--- src/rtl/pipe_hazard_ctrl.sv ---
// Hazard and forwarding controller for the in-order pipeline: tracks in-flight writers
// after ID, selects forwarding sources, inserts load-use bubbles and handles redirect/freeze.
module pipe_hazard_ctrl #(
    parameter  int STAGES     = 3,
    parameter  int LOAD_READY = 2,
    parameter  int IDX_W      = 5,
    parameter  int CNT_W      = 16,
    localparam int FW_W       = $clog2(STAGES + 1)
) (
    input  logic             clk,
    input  logic             reset,
    input  logic             id_valid_i,
    input  logic [IDX_W-1:0] rs1_idx_d_i,
    input  logic [IDX_W-1:0] rs2_idx_d_i,
    input  logic             rs1_used_d_i,
    input  logic             rs2_used_d_i,
    input  logic [IDX_W-1:0] rd_idx_d_i,
    input  logic             reg_write_en_d_i,
    input  logic             is_load_d_i,
    input  logic             taken_d_i,
    input  logic             mem_wait_i,
    output logic             enable_o,
    output logic             bubble_e_o,
    output logic             flush_d_o,
    output logic [FW_W-1:0]  rs1_fwd_o,
    output logic [FW_W-1:0]  rs2_fwd_o,
    output logic             rs1_depended_o,
    output logic             rs2_depended_o,
    output logic [CNT_W-1:0] stall_cnt_o
);

    // Scoreboard: entry k describes the instruction leaving stage k (1 = EXE).
    logic [STAGES:1]            sb_valid_r;
    logic [STAGES:1]            sb_wen_r;
    logic [STAGES:1]            sb_load_r;
    logic [STAGES:1][IDX_W-1:0] sb_rd_r;
    logic [CNT_W-1:0]           stall_cnt_r;

    logic                       rs1_req_s;
    logic                       rs2_req_s;
    logic [FW_W:0]              rs1_res_s;
    logic [FW_W:0]              rs2_res_s;
    logic                       hazard_s;
    logic                       enable_s;
    logic                       bubble_s;
    logic                       flush_s;

    // Returns {load_use_hazard, fwd_select}; the descending scan leaves the youngest writer.
    function automatic logic [FW_W:0] resolve_src(
        input logic                       req,
        input logic [IDX_W-1:0]           src,
        input logic [STAGES:1]            valid,
        input logic [STAGES:1]            wen,
        input logic [STAGES:1]            load,
        input logic [STAGES:1][IDX_W-1:0] rd
    );
        logic [FW_W-1:0] fwd;
        logic            hz;
        fwd = {FW_W{1'b0}};
        hz  = 1'b0;
        for (int k = STAGES; k >= 1; k--) begin
            if (req && valid[k] && wen[k] && (rd[k] == src)) begin
                fwd = FW_W'(k);
                hz  = load[k] && (k < LOAD_READY);
            end
        end
        return {hz, fwd};
    endfunction

    // Source lookup: x0 and unused/invalid sources never match.
    always_comb begin
        rs1_req_s = id_valid_i && rs1_used_d_i && (rs1_idx_d_i != {IDX_W{1'b0}});
        rs2_req_s = id_valid_i && rs2_used_d_i && (rs2_idx_d_i != {IDX_W{1'b0}});
        rs1_res_s = resolve_src(rs1_req_s, rs1_idx_d_i, sb_valid_r, sb_wen_r, sb_load_r, sb_rd_r);
        rs2_res_s = resolve_src(rs2_req_s, rs2_idx_d_i, sb_valid_r, sb_wen_r, sb_load_r, sb_rd_r);
        hazard_s  = rs1_res_s[FW_W] | rs2_res_s[FW_W];
    end

    // Pipe control priority: memory freeze, then load-use stall, then normal advance.
    always_comb begin
        enable_s = 1'b1;
        bubble_s = 1'b0;
        flush_s  = 1'b0;
        if (mem_wait_i) begin
            enable_s = 1'b0;
        end else if (hazard_s) begin
            enable_s = 1'b0;
            bubble_s = 1'b1;
        end else begin
            flush_s  = taken_d_i;
        end
    end

    // Scoreboard shift; a bubble enters EXE as an invalid entry.
    always_ff @(posedge clk) begin
        if (reset) begin
            sb_valid_r <= {STAGES{1'b0}};
            sb_wen_r   <= {STAGES{1'b0}};
            sb_load_r  <= {STAGES{1'b0}};
            sb_rd_r    <= '0;
        end else if (!mem_wait_i) begin
            for (int k = STAGES; k >= 2; k--) begin
                sb_valid_r[k] <= sb_valid_r[k-1];
                sb_wen_r[k]   <= sb_wen_r[k-1];
                sb_load_r[k]  <= sb_load_r[k-1];
                sb_rd_r[k]    <= sb_rd_r[k-1];
            end
            sb_valid_r[1] <= id_valid_i & ~bubble_s;
            sb_wen_r[1]   <= reg_write_en_d_i;
            sb_load_r[1]  <= is_load_d_i;
            sb_rd_r[1]    <= rd_idx_d_i;
        end else begin
            sb_valid_r <= sb_valid_r;
        end
    end

    // Saturating load-use stall counter; frozen cycles are not counted.
    always_ff @(posedge clk) begin
        if (reset) begin
            stall_cnt_r <= {CNT_W{1'b0}};
        end else if (!mem_wait_i && hazard_s && (stall_cnt_r != {CNT_W{1'b1}})) begin
            stall_cnt_r <= stall_cnt_r + {{(CNT_W-1){1'b0}}, 1'b1};
        end else begin
            stall_cnt_r <= stall_cnt_r;
        end
    end

    assign enable_o       = enable_s;
    assign bubble_e_o     = bubble_s;
    assign flush_d_o      = flush_s;
    assign rs1_fwd_o      = rs1_res_s[FW_W-1:0];
    assign rs2_fwd_o      = rs2_res_s[FW_W-1:0];
    assign rs1_depended_o = (rs1_res_s[FW_W-1:0] != {FW_W{1'b0}});
    assign rs2_depended_o = (rs2_res_s[FW_W-1:0] != {FW_W{1'b0}});
    assign stall_cnt_o    = stall_cnt_r;

endmodule

--- config.mk ---
export PLATFORM = sky130hd
export DESIGN_NAME = pipe_hazard_ctrl
export DESIGN_NICKNAME = d
export VERILOG_FILES = /design/src/rtl/pipe_hazard_ctrl.sv
export SDC_FILE = /design/constraint.sdc
export NUM_CORES = 1
export LEC_CHECK = 0
export BUFFER_PORTS_ARGS = -buffer_cell sky130_fd_sc_hd__buf_2
export CAP_MARGIN = 10
export CORE_ASPECT_RATIO = 0.9
export CORE_MARGIN = 3
export CORE_UTILIZATION = 30
export CTS_CLUSTER_SIZE = 16
export DETAILED_ROUTE_END_ITERATION = 10
export PLACE_DENSITY = 0.51
export SYNTH_ARGS = -nofsm -noshare
export SYNTH_HDL_FRONTEND = slang
export SYNTH_SLANG_ARGS = --single-unit
--- constraint.sdc ---
create_clock -name clk -period 2.1 [get_ports clk]
set_clock_uncertainty 0.15 [all_clocks]
set_input_delay 0.105 -clock clk [delete_from_list [all_inputs] [get_ports clk]]
set_output_delay 0.105 -clock clk [all_outputs]
set_load 0.03 [all_outputs]
After elaboration in Yosys (flattened, before gate mapping)
Cells that the tools add are included.
{ "totals": {"output_inout_bits": 25, "in_bits": 24, "ff_bits": 38, "elab_cells": 61} }
{ "op_classes": {"addsub": 1, "muxes": 14, "reduce_logical": 29, "n_bitwise": 3, "n_eq_ne": 7} }
{ "ops": {"columns": ["operator", "count"], "rows": [
  ["$eq A5 B5 Y1", 6],
  ["$logic_and A1 B1 Y1", 24],
  ["$add A16 B1 Y16 const B", 1],
  ["$ne A16 B16 Y1 const B", 1],
  ["$mux W2", 6],
  ["$reduce_bool A5 Y1", 2],
  ["$mux W1", 8],
  ["$reduce_bool A2 Y1", 2],
  ["$and A1 B1 Y1", 1],
  ["$logic_not A1 Y1", 1],
  ["$not A1 Y1", 1],
  ["$or A1 B1 Y1", 1]
]} }

Longest topological paths before layout
Gate-level depths: netlist (run 1).
{ "depth": {"word_depth": 11, "mapped_depth": 7, "depth_no_buf": 7} }

Worst setup path before layout (run 1)
Ideal clock, no wire load.
{ "synth_timing": {"path_type": "input to output", "start": "in rs2_idx_d_i[1]", "end": "out flush_d_o", "slack_ps": -231, "arrival_time_ps": 2076, "n_path_buf": 0, "cell_stages": 6, "required_time_ps": 1845, "cell_sequence": "or4_1 -> o211ai_2 -> or4_2 -> nand2_1 -> a21oi_1 -> and2_1"} }
{ "synth_between": {"elab_chain_cells": 9, "word_cells_on_any_way": 10, "cone_classes": "eq/ne: 1; mux: 3; bitwise: 1; reduce/logical: 5"} }
{ "synth_lines": {"columns": ["item", "line_no", "rtl"], "rows": [
  ["start, declared", "14", "input logic [IDX_W-1:0] rs2_idx_d_i,"],
  ["$reduce_bool A5 Y1", "73", "rs2_req_s = id_valid_i && rs2_used_d_i && (rs2_idx_d_i != {IDX_W{1'b0}});"],
  ["$logic_and A1 B1 Y1", "73", null],
  ["$logic_and A1 B1 Y1 (2 in series)", "62", "if (req && valid[k] && wen[k] && (rd[k] == src)) begin"],
  ["$logic_and A1 B1 Y1 *", "62", null],
  ["$mux W1 *", "62", null],
  ["$or A1 B1 Y1 *", "76", "hazard_s = rs1_res_s[FW_W] | rs2_res_s[FW_W];"],
  ["$mux W1 *", "86", "end else if (hazard_s) begin"],
  ["$mux W1 *", "84", "if (mem_wait_i) begin"],
  ["end, declared", "24", "output logic flush_d_o,"]
]} }
Mark *: on every way between the ends. The rest lies on a longest branch, timed or not.

Worst setup path in the final report (run 1)
{ "layout_timing": {"start": "reg sb_rd_r[4] in the netlist's numbering", "end": "out rs2_depended_o"} }
{ "layout_between": {"elab_chain_cells": 4} }
{ "layout_lines": {"columns": ["item", "line_no", "rtl"], "rows": [
  ["start, declared", "36", "logic [STAGES:1][IDX_W-1:0] sb_rd_r;"],
  ["start signal, assigned by index", "106", "sb_rd_r[k] <= sb_rd_r[k-1];"],
  ["$eq A5 B5 Y1", "62", null],
  ["$logic_and A1 B1 Y1", "62", null],
  ["$mux W2", "62", null],
  ["$reduce_bool A2 Y1", "134", "assign rs2_depended_o = (rs2_res_s[FW_W-1:0] != {FW_W{1'b0}});"],
  ["end, declared", "28", "output logic rs2_depended_o,"]
]} }
No other way between the ends.

==> results_dict.tcl, run 1 <==
set metrics [dict create \
    status "complete, but fails checks" \
    violations "negative setup slack" \
    die_area_um2 8124 \
    p_total_uw 1757 \
    preCtsSetupSlack_ns -0.1851 \
    gr-usage-all-layers_pct 16.15 \
    worstMarginPinSlew_ns 0.3803 \
    synth_cell_type_count 41 \
    dr.first_iter.drc_count 71 \
    place_congestion 0.8806 \
    wirelength_um 6175 \
    dp_hpwl_um 4504 \
    slew_headroom_pct 73.99 \
    antenna_found_initial 0 \
    grt_pass1_vias 2082 \
    area_growth_pct 62.52 \
    setup_slack_ns -0.08468 \
    cts_max_level 2 \
    synth_xor_area_share_pct 13.20 \
    netlist_area_um2 2123 \
    drc 0 \
    antenna_cells 0 \
    yosysTopAreaCellShare_pct 35.83 \
    timing.hold.ws_ns 0.04325 \
    synth_top_family_by_area "simple AND/OR/NAND/NOR gates" \
    rows 28 \
    dp.cells 416 \
    nNetsFinal 372 \
    synth_flop_cell "dfxtp_1" \
    drive_gt1_share_pct 53.45 \
    firstDrtPassIters 4 \
    avgSynthCellArea_um2 9.074 \
    worstSetupEndpointType "primary output" \
    leakage_uw 0.001443 \
    min_period_ns 2.185 \
    worstSkewPairLatency_ns 0.30 \
    grt_max_degree 27 \
    slew_violations 0 \
    clock_path_buffers 2 \
    ys_warn_count 0 \
    min_path_type "primary input to flip-flop" \
    vdd_drop_max_uv 298.3 \
    synthSimpleGateAreaFrac_pct 25.52 \
    synthTopCellsByCount "dfxtp_1, nor2_1, xnor2_1" \
    synth.net_count 259 \
    vias_per_cell 4.838 \
    portBuffers 48 \
    core_um2 6726 \
    seq_area_frac_synth_pct 35.83 \
    power.density_nw_per_um2 509.1 \
    grt_pass1_wl_um 10230 \
    initial_core_util_pct 31.57 \
    cts_tree "yes" \
    dieWidth_um 94.68 \
    synth_most_common_cell "dfxtp_1" \
    syn-instance-count 234 \
    hold_violations 0 \
    crit_type "flip-flop to primary output" \
    drv_cap 0 \
    fin_cells 438 \
    cts_made_buffers 5 \
    rsz0062_at_grt "yes" \
    vias 2119 \
    synthAdderAreaFrac_pct 0.5893 \
    ys_seq_elements 38 \
    startpoint_type "flip-flop" \
    final.period_utilization_pct 104.0 \
    arrival_ns 1.93 \
    gr-total-overflow 0 \
    clk_pin_slew_ns 0.08 \
    io_pins 49 \
    path_max_fanout 3 \
    synth_compound_area_share_pct 11.49 \
    cts_sinks 38 \
    netlist_top_cells_area "dfxtp_1, mux2i_1, xnor2_1" \
    ys_async_sr_fraction_pct 0 \
    cp.required_ns 1.85 \
    setup_viol 8 \
    wl_per_cell_um 14.10 \
    fmax_mhz 457.7 \
    drtAntennaViolNets 0 \
    die-height_um 85.81 \
    synthMuxAreaShare_pct 11.08 \
    cts_root_buf "clkbuf_8" \
    synth-edff-count 0 \
    netlist.top_cell.by_area "dfxtp_1" \
]
## worst max-delay path, cell delays in order, from the launching register on
cell,delay (ns)
dfxtp_4,0.37
xnor2_2,0.15
nand4_1,0.15
or4_4,0.54
buf_6,0.14
buf_6,0.11
nand2_2,0.05
buf_6,0.12
## cell type report
| class | count | area (um^2) |
|---|---|---|
| Fill cell | 644 | 3276 |
| Clock inverter | 3 | 68.82 |
| Tap cell | 90 | 112.6 |
| Sequential cell | 38 | 789.5 |
| Inverter | 2 | 7.507 |
| Timing Repair Buffer | 113 | 829.5 |
| Multi-Input combinational cell | 187 | 1574 |
| Clock buffer | 5 | 68.82 |
## sequential cells by signal, indices dropped and copies added (netlist names)
signal,cells
stall_cnt_o,16
sb_rd_r,15
sb_valid_r,3
sb_wen_r,3
sb_load_r,1
## cells by family (layout without fill, tap and decap cells)
group,Yosys count,in the layout
xor gates and xnor gates,32,32
muxes,23,23
DFF,38,38
and+or+nand+nor,98,98
AOI/OAI and AO/OA,32,33
adders and majority gates,1,1
buffers and inverters,10,123
## worst paths after layout
check,from,to,slack (ns),depth (start not counted)
setup / recovery,sb_rd_r[4],rs2_depended_o,-0.08,7
hold / removal,mem_wait_i,sb_rd_r[14],0.04,3
setup reg to reg,sb_rd_r[4],stall_cnt_o[14],-0.04,8
hold reg to reg,sb_valid_r[3],sb_valid_r[3],0.35,2
## per-stage QoR
stage / util, % / instance area, um^2 / TNS, ns
floorplan: - / 2135 / 0
global route: 51.30 / 3451 / -2.534
CTS: 48.38 / 3254 / -0.3615
global placement: 42.17 / 2836 / -1.298
finish: 51.30 / 3451 / -0.3347
detailed placement: 42.17 / 2836 / -1.584
## layer usage
| metal | vias up | GRT usage [%] | part of all wire (%) |
|---|---|---|---|
| met4 | 0 | 4.718 | 1.1 |
| li1 | 1074 | - | - |
| met2 | 32 | 25.48 | 47 |
| met1 | 1006 | 22.44 | 48 |
| met3 | 7 | 2.982 | 3.2 |
| met5 | - | 0 | 0 |
## power by group
group | total [uW] | switching, uW | internal, uW
clock network | 755 | 278 | 476
registers | 756 | 20.3 | 736
logic | 246 | 117 | 129
## placed cells by master, fill, tap and decap left out, types with 8 or more instances in the layout
cell type	synthesis	final
buf_4	0	49
buf_2	1	40
nor2_1	30	28
mux2i_1	22	22
dfxtp_1	38	21
buf_6	0	17
xnor2_1	25	15
dfxtp_2	0	14
nand4_1	12	12
nand2_1	16	11
xnor2_2	0	10
a21oi_2	0	8
## what timing repair did
action | 4_1_cts | 5_1_grt
buffers inserted | 8 | 1
gates resized for setup | 44 | 46
pin swaps | 32 | 11
endpoints found under the hold margin | 7 | 0
gates cloned | 1 | 0
hold buffers | 7 | 0
setup endpoints to repair | 24 | 26
Power figures use the tool's default switching activity.
==> run 2, diff against run 1 <==
--- a/config.mk
+++ b/config.mk
@@ -12,7 +12,9 @@
 export CORE_UTILIZATION = 30
 export CTS_CLUSTER_SIZE = 16
 export DETAILED_ROUTE_END_ITERATION = 10
+export MAX_ROUTING_LAYER = met4
 export PLACE_DENSITY = 0.51
+export RECOVER_POWER = 25
 export SYNTH_ARGS = -nofsm -noshare
 export SYNTH_HDL_FRONTEND = slang
 export SYNTH_SLANG_ARGS = --single-unit
==> results_dict.tcl, run 2 (same netlist as run 1, synthesis figures left out) <==
set metrics [dict create \
    cpPeakStageDelay_ns 0.54 \
    clk_pin_slew_ns 0.07 \
    setup_slack_ns -0.08327 \
    clock_power_share_pct 42.8 \
    rows 28 \
    wl_per_cell_um 14.13 \
    drive_gt1_share_pct 52.87 \
    cts_max_level 2 \
    timing.setup.tns_ns -0.3075 \
    postLayoutCoreUtil_pct 51.23 \
    drtAntennaViolNets 0 \
    grt_pass1_vias 2076 \
    grt_max_degree 27 \
    dp.cells 416 \
    gr-usage-all-layers_pct 16.60 \
    fin_cells 438 \
    wl_met1_um 3017 \
    wirelength_um 6188 \
    final.period_utilization_pct 104.0 \
    min_period_ns 2.183 \
    slew_headroom_pct 6.095 \
    comb_power_share_pct 14.1 \
    worstMarginPinSlew_ns 1.409 \
    rsz0062_at_grt "yes" \
    cts_sinks 38 \
    cts_root_buf "clkbuf_8" \
    largest_register_ffs 16 \
    cp.required_ns 1.85 \
    gr-total-overflow 0 \
    worstPathCellList "xnor2_2, nand4_1, or4_4, buf_6, buf_6, nand2_2, buf_6" \
    drv_cap 0 \
    wl_met3_um 192 \
    timing.hold.ws_ns 0.04425 \
    dieWidth_um 94.68 \
    seq_power_share_pct 43.1 \
    final_cell_mix "buf_4, buf_2, nor2_1, mux2i_1, dfxtp_1" \
    critical_path.top_delay_family "simple AND/OR/NAND/NOR gates" \
    intPower_uw 1342 \
    arrival_ns 1.93 \
    cts_made_buffers 5 \
    worstSkewPairLatency_ns 0.30 \
    sw_frac_of_total_pct 23.50 \
    crit_buf_inv 3 \
    path_max_fanout 3 \
    vias_per_cell 4.838 \
    whs_path_depth 3 \
    reg2reg_to "stall_cnt_o[14]" \
    hold_path_end "sb_rd_r[14]" \
    antenna_found_initial 0 \
    power.density_nw_per_um2 508.9 \
    nNetsFinal 372 \
    portBuffers 48 \
    area_growth_pct 62.29 \
    crit_path_frequent_cell "buf_6" \
    r2r_slack_ns -0.04 \
    met2_length_um 2919 \
    setup_viol 7 \
    vdd_drop_max_uv 295.9 \
    drc 0 \
    final_common_cell "buf_4" \
    slowest_stage "or4_4" \
    leakage_uw 0.001439 \
    status "complete, but fails checks" \
    hold_violations 0 \
    hp-start "mem_wait_i" \
    firstDrtPassIters 4 \
    die_area_um2 8124 \
    dp_hpwl_um 4504 \
    top_layer "met4" \
    cts_tree "yes" \
    io_pins 49 \
    reg2reg_from "sb_rd_r[4]" \
    die-height_um 85.81 \
    reg2reg_depth 8 \
    vias 2119 \
    place_congestion 0.8952 \
    core_um2 6726 \
    violations "negative setup slack" \
    dr.first_iter.drc_count 65 \
    clock_path_buffers 2 \
    p_total_uw 1754 \
    worstSetupEndpointType "primary output" \
    switchingPower_uw 412.2 \
    startpoint_type "flip-flop" \
    min_path_type "primary input to flip-flop" \
    grt_pass1_wl_um 10230 \
    fmax_mhz 458.0 \
    slew_violations 0 \
    crit_type "flip-flop to primary output" \
    antenna_cells 0 \
    initial_core_util_pct 31.57 \
]
==> run 2: timing repair <==
item,4_1_cts,5_1_grt
hold buffers,7,0
endpoints found under the setup margin,24,26
cloned,1,0
pin swaps,32,11
resized for setup,44,46
endpoints found under the hold margin,7,0
buffers inserted,8,1
==> run 2: layout make-up <==
type / instances / area [um^2]
fillers: 646 / 3281
multi-input cells: 187 / 1574
repair buffers: 113 / 825.8
flip-flops and latches: 38 / 788.3
well taps: 90 / 112.6
clock buffers: 5 / 68.82
clock inverters: 3 / 68.82
inverters: 2 / 7.507
==> run 2: power groups by stage <==
| stage | combinational [uW] | clock [uW] | sequential (uW) |
|---|---|---|---|
| 2_1_floorplan | 111 | 0 | 767 |
| 3_3_place_gp | 209 | 0 | 769 |
| 3_5_place_dp | 209 | 0 | 770 |
| 4_1_cts | 229 | 782 | 754 |
| 5_1_grt | 267 | 802 | 759 |
| 6_report | 247 | 751 | 756 |
==> run 2: metrics by stage <==
stage	area, um^2	worst slack, ns
global placement	2836	-0.1516
finish	3446	-0.08327
detailed placement	2836	-0.1851
global route	3446	-0.1730
CTS	3254	-0.06563
floorplan	2135	0.0006508
==> run 2: per-layer routing <==
layer	GRT usage (%)	vias to the layer above
met1	22.38	1006
met5	-	-
met2	25.48	32
met3	2.982	7
met4	4.718	0
li1	-	1074
==> run 2: worst max-delay path by stage <==
stage,startpoint,to,slack [ns],cells after the start
final,sb_rd_r[4],rs2_depended_o,-0.08,7
after global routing,sb_rd_r[3],flush_d_o,-0.17,7
after CTS,sb_rd_r[0],bubble_e_o,-0.07,9
after detailed placement,sb_rd_r[4],stall_cnt_o[15],-0.19,8
after global placement,sb_rd_r[4],stall_cnt_o[15],-0.15,8
after floorplan,sb_rd_r[1],flush_d_o,0.0007,6
==> run 2: worst register-to-register path, cell delays in order (launching register included) <==
cell and delay [ns]:
dfxtp_4 0.37, xnor2_2 0.15, nand4_1 0.15, or4_4 0.54, buf_6 0.14, buf_4 0.12
a211oi_2 0.23, xnor2_1 0.14, nor2_1 0.05
